===== config.mk =====
export PLATFORM = sky130hd
export DESIGN_NAME = vc_fifo
export DESIGN_NICKNAME = d
export VERILOG_FILES = /design/src/rtl/vc_fifo_pkg.sv /design/src/rtl/vc_fifo_mem.sv /design/src/rtl/vc_fifo.sv
export SDC_FILE = /design/constraint.sdc
export NUM_CORES = 1
export LEC_CHECK = 0
export CAP_MARGIN = 0
export CELL_PAD_IN_SITES_DETAIL_PLACEMENT = 1
export CELL_PAD_IN_SITES_GLOBAL_PLACEMENT = 1
export CORE_AREA = 2 2 81 83
export CTS_BUF_LIST = sky130_fd_sc_hd__clkbuf_16
export DETAILED_ROUTE_END_ITERATION = 8
export DIE_AREA = 0 0 83 85
export PLACE_DENSITY = 0.53
export SYNTH_ARGS = -nofsm -noshare
export SYNTH_HDL_FRONTEND = slang
export SYNTH_SLANG_ARGS = --single-unit

===== constraint.sdc =====
create_clock -name clk -period 3 [get_ports clk]
set_input_delay 0.6 -clock clk [delete_from_list [all_inputs] [get_ports clk]]
set_output_delay 0.6 -clock clk [all_outputs]
set_load 0.01 [all_outputs]

===== src/rtl/vc_fifo_pkg.sv =====
// Shared definitions for the per-VC FIFOs in front of the VC arbiter/mux.
package vc_fifo_pkg;

  localparam int VC_DATA_WIDTH = 6;
  localparam int VC_NUM        = 2;
  localparam int AE_DEFAULT    = 1;

  // Accepted-operation encoding: {push_accepted, pop_accepted}
  typedef enum logic [1:0] {
    OP_IDLE = 2'b00,
    OP_POP  = 2'b01,
    OP_PUSH = 2'b10,
    OP_BOTH = 2'b11
  } fifo_op_e;

  function automatic int af_default(input int addr_width);
    return (1 << addr_width) - 1;
  endfunction

endpackage


===== src/rtl/vc_fifo_mem.sv =====
// DEPTH x DATA_WIDTH register file: synchronous write, combinational read, no reset.
module vc_fifo_mem
  import vc_fifo_pkg::*;
#(
  parameter int DATA_WIDTH = VC_DATA_WIDTH,
  parameter int ADDR_WIDTH = 2
) (
  input  logic                  clk,
  input  logic                  i_we,
  input  logic [ADDR_WIDTH-1:0] i_waddr,
  input  logic [DATA_WIDTH-1:0] i_wdata,
  input  logic [ADDR_WIDTH-1:0] i_raddr,
  output logic [DATA_WIDTH-1:0] o_rdata
);

  localparam int DEPTH = 1 << ADDR_WIDTH;

  logic [DATA_WIDTH-1:0] r_mem [DEPTH];

  always_ff @(posedge clk) begin
    if (i_we) r_mem[i_waddr] <= i_wdata;
  end

  assign o_rdata = r_mem[i_raddr];

endmodule


===== src/rtl/vc_fifo.sv =====
// Per-virtual-channel FIFO with registered, zero-on-idle read port and count-based flags.
// Optional sticky overflow/underflow flag: define VC_FIFO_ERROR_EN.
module vc_fifo
  import vc_fifo_pkg::*;
#(
  parameter int DATA_WIDTH = VC_DATA_WIDTH,
  parameter int ADDR_WIDTH = 2
) (
  input  logic                  clk,
  input  logic                  reset_L,
  input  logic                  push,
  input  logic [DATA_WIDTH-1:0] data_in,
  input  logic                  pop,
  input  logic [ADDR_WIDTH:0]   umbral_AF,
  input  logic [ADDR_WIDTH:0]   umbral_AE,
  output logic [DATA_WIDTH-1:0] data_out,
  output logic                  valid_out,
  output logic                  full,
  output logic                  empty,
  output logic                  almost_full,
  output logic                  almost_empty,
  output logic                  error
);

  localparam int DEPTH = 1 << ADDR_WIDTH;
  localparam logic [ADDR_WIDTH:0] CNT_FULL = (ADDR_WIDTH+1)'(DEPTH);

  logic [ADDR_WIDTH-1:0] r_wr_ptr, r_rd_ptr;
  logic [ADDR_WIDTH:0]   r_count;
  logic [DATA_WIDTH-1:0] w_rdata;
  logic                  w_push_acc, w_pop_acc;
  fifo_op_e              w_op;

  assign full         = (r_count == CNT_FULL);
  assign empty        = (r_count == '0);
  assign almost_full  = (r_count >= umbral_AF);
  assign almost_empty = (r_count <= umbral_AE);

  // A full FIFO still takes a push when the same edge frees a slot; empty never falls through.
  assign w_pop_acc  = pop && !empty;
  assign w_push_acc = push && (!full || w_pop_acc);
  assign w_op       = fifo_op_e'({w_push_acc, w_pop_acc});

  vc_fifo_mem #(
    .DATA_WIDTH (DATA_WIDTH),
    .ADDR_WIDTH (ADDR_WIDTH)
  ) u_mem (
    .clk     (clk),
    .i_we    (w_push_acc),
    .i_waddr (r_wr_ptr),
    .i_wdata (data_in),
    .i_raddr (r_rd_ptr),
    .o_rdata (w_rdata)
  );

  always_ff @(posedge clk or negedge reset_L) begin
    if (!reset_L) begin
      r_wr_ptr  <= '0;
      r_rd_ptr  <= '0;
      r_count   <= '0;
      data_out  <= '0;
      valid_out <= 1'b0;
    end else begin
      if (w_push_acc) r_wr_ptr <= r_wr_ptr + 1'b1;
      if (w_pop_acc) begin
        r_rd_ptr  <= r_rd_ptr + 1'b1;
        data_out  <= w_rdata;
        valid_out <= 1'b1;
      end else begin
        data_out  <= '0;
        valid_out <= 1'b0;
      end
      case (w_op)
        OP_PUSH: r_count <= r_count + 1'b1;
        OP_POP:  r_count <= r_count - 1'b1;
        default: r_count <= r_count;
      endcase
    end
  end

`ifdef VC_FIFO_ERROR_EN
  logic r_error;

  always_ff @(posedge clk or negedge reset_L) begin
    if (!reset_L) begin
      r_error <= 1'b0;
    end else if ((push && full && !pop) || (pop && empty)) begin
      r_error <= 1'b1;
    end
  end

  assign error = r_error;
`else
  assign error = 1'b0;
`endif

endmodule


==> results.py <==
metrics = {
    "sta": {
        "setup_viol": 0,
        "fmax_mhz": 351.9,
        "min_period_ns": 2.842,
        "fin_setup_tns_ns": 0,
        "worst_slew_pin_slew_ns": 0.7370,
        "timing.slew.headroom_pct": 50.71,
        "layout_setup_ws_ns": 0.1581,
        "fin_worst_skew_ns": 0.002765,
        "drv_slew": 0,
        "rsz0062_at_grt": "false",
        "fin_crit_sh_pct": 94.73,
        "hold_viol": 0,
    },
    "placed_design": {
        "placed_area_um2": 2138,
        "hpwl_mm": 2.577,
        "pre_cts_ws_ns": 0.01113,
        "place_inst": 223,
        "globalplace.congestion": 0.7519,
        "numPortBuffers": 26,
    },
    "route": {
        "wire_per_inst_um": 15.64,
        "dr.first_iter.drc_count": 40,
        "drt_pass1_iterations": 4,
        "wirelength_mm": 3.613,
        "drc": 0,
        "routed-via-count": 1054,
        "ant_nets": 0,
        "viasPerCell": 4.563,
    },
    "global_routing": {
        "grtUsageTotal_pct": 11.12,
        "grt_max_degree": 15,
        "antenna_found_initial": 0,
        "grt-ovfl-total": 0,
        "grt_pass1_vias": 1130,
        "grt_pass1_wl_mm": 5.837,
    },
    "clock_network": {
        "cts_tree": "built",
        "worstSkewPairLatency_ns": 0.28,
        "cts_max_path_buffers": 2,
        "clk_pin_slew_worst_paths_ns": 0.05,
        "cts_setup_buffers": 0,
        "root_buffer": "clkbuf_16",
        "h-tree-depth": 2,
        "cts_buffers": 5,
        "cts_num_sinks": 38,
    },
    "setup_path": {
        "startpoint_type": "input port",
        "worstPathArrival_ns": 2.24,
        "critPathRequiredTime_ns": 2.40,
        "end_kind": "output pin",
        "r2r-end": "r_count[2]$_DFFE_PN0P_",
        "timing.rr.start": "r_count[1]$_DFFE_PN0P_",
        "startpoint": "umbral_AF[0]",
        "critPathMaxFanout": 1,
        "r2r_slack_ns": 0.83,
        "path_class": "input port to output pin",
        "cp-endpoint": "almost_full",
        "r2r_cells": 6,
    },
    "yosys": {
        "ys_seq_area_share_pct": 59.57,
        "yosysWarningCount": 0,
        "async_reset_ff_share_pct": 36.84,
        "synthFlopType": "edfxtp_1",
        "synth_seq_cells": 38,
        "synthTopCellsByArea": "edfxtp_1 (40%), dfrtp_1 (19%), mux4_2 (7.5%)",
        "synth_edf_count": 24,
        "netlist_area_um2": 1798,
        "netlist_instances": 123,
        "synth_area_leader_cell": "edfxtp_1",
        "synth_top_area_share_pct": 40.08,
        "synth_cell_types": 37,
        "syn-num-nets": 150,
        "avgSynthCellArea_um2": 14.62,
    },
    "floorplanning": {
        "core_area_um2": 6205,
        "die_area_um2": 7055,
        "die_w_um": 83,
        "initial_core_util_pct": 28.98,
        "die_y_um": 85,
        "rows": 29,
        "io_pins": 28,
    },
    "worst_hold_path": {
        "min_path_cells": 1,
        "worstHoldPathType": "flip-flop to flip-flop",
    },
    "status": {
        "status": "finished clean",
    },
    "layout": {
        "final_cell_area_um2": 2282,
        "drive_gt1_share_pct": 16.23,
        "final_cell_mix": "clkdlybuf4s50_1 (25), edfxtp_1 (24), dfrtp_1 (14)",
        "layout.cells.non_filler": 231,
        "final_common_cell": "clkdlybuf4s50_1",
        "area_growth_pct": 26.93,
        "n_antenna_cell": 0,
        "final_nets": 180,
    },
    "pwr": {
        "peakVddDrop_mv": 0.3773,
        "powerDensity_nw_per_um2": 914.0,
        "p_leak_uw": 0.0009189,
    },
    "job": {
        "drv_cap": 0,
    },
}
[worst min-delay path by stage]
stage                                        from                      end  slack [ns]
after floorplan                           reset_L    data_out[0]$_DFF_PN0_        0.30
after global placement    r_wr_ptr[1]$_DFFE_PN0P_  r_wr_ptr[1]$_DFFE_PN0P_        0.55
after detailed placement  r_wr_ptr[1]$_DFFE_PN0P_  r_wr_ptr[1]$_DFFE_PN0P_        0.58
after CTS                 r_wr_ptr[1]$_DFFE_PN0P_  r_wr_ptr[1]$_DFFE_PN0P_        0.59
after global routing      r_wr_ptr[1]$_DFFE_PN0P_  r_wr_ptr[1]$_DFFE_PN0P_        0.61
final                     r_wr_ptr[1]$_DFFE_PN0P_  r_wr_ptr[1]$_DFFE_PN0P_        0.60
[stage by stage]
step	hold slack (ns)	power, uW	utilization (%)
after detailed placement	0.5810	1618	34.46
after floorplan	0.3044	1316	-
final	0.5956	2086	36.78
after global placement	0.5515	1568	34.46
after global routing	0.6144	2244	36.78
after CTS	0.5936	2133	36.74
[routing by layer]
metal	part of all wire, %	GRT usage (%)	wire length, um	up-vias
li1	-	-	-	492
met5	0	0	0	-
met1	42	12.41	1501	538
met2	54	19.65	1960	19
met3	3.3	3.307	118	5
met4	0.94	5.067	34	0
[cell type report]
| class | count | area [um2] |
|---|---|---|
| clock buffers | 5 | 125.1 |
| clock inverters | 3 | 16.27 |
| fillers | 654 | 3923 |
| inverters | 10 | 37.54 |
| multi-input cells | 68 | 643.1 |
| flip-flops and latches | 38 | 1071 |
| well taps | 77 | 96.34 |
| repair buffers | 30 | 292.8 |
[what timing repair did]
action,in CTS,in global routing
setup endpoints to repair,0,1
resized for setup,0,1
hold buffers,0,0
[cells in the mapped netlist, types with 2 or more instances]
| cell type | n |
|---|---|
| dfrtp_1 | 14 |
| inv_1 | 10 |
| nand2b_1 | 2 |
| or3b_1 | 2 |
| and2_2 | 4 |
| nand3b_1 | 2 |
| mux4_2 | 6 |
| xor2_1 | 2 |
| ha_1 | 10 |
| nor2b_1 | 3 |
| o21ai_0 | 3 |
| nand2_1 | 2 |
| xnor2_1 | 2 |
| edfxtp_1 | 24 |
| and2_1 | 6 |
| clkbuf_1 | 2 |
| a21o_1 | 5 |
| nor2_1 | 4 |
| buf_6 | 2 |
[power breakdown]
part | internal [uW] | switching (uW) | total, uW | leakage [uW]
combinational | 422 | 318 | 739 | 0.000460
sequential | 713 | 133 | 846 | 0.000392
clock | 303 | 198 | 500 | 0.0000672
total | 1440 | 648 | 2090 | 0.000919
[critical path, cell delays in order]
cell	delay [ns]
clkdlybuf4s50_1	0.41
ha_1	0.28
nand2b_1	0.14
a21o_1	0.17
a21o_1	0.16
clkdlybuf4s50_1	0.47
[cells by family after synthesis]
kind of cell	after synthesis	share of synthesized area [%]
and+or+nand+nor	29	10.09
AOI/OAI and AO/OA	15	6.542
other	1	0.2086
buffers and inverters	17	4.662
DFF	38	59.57
xor gates and xnor gates	4	1.949
muxes	8	8.907
adders and majority gates	11	8.072
[registers in the layout, indices dropped and copies added (netlist names)]
signal       count
data_out         6
r_count          3
u_mem.r_mem     24
r_wr_ptr         2
valid_out        1
r_rd_ptr         2
Note: power is estimated with default switching activity, not from simulation.
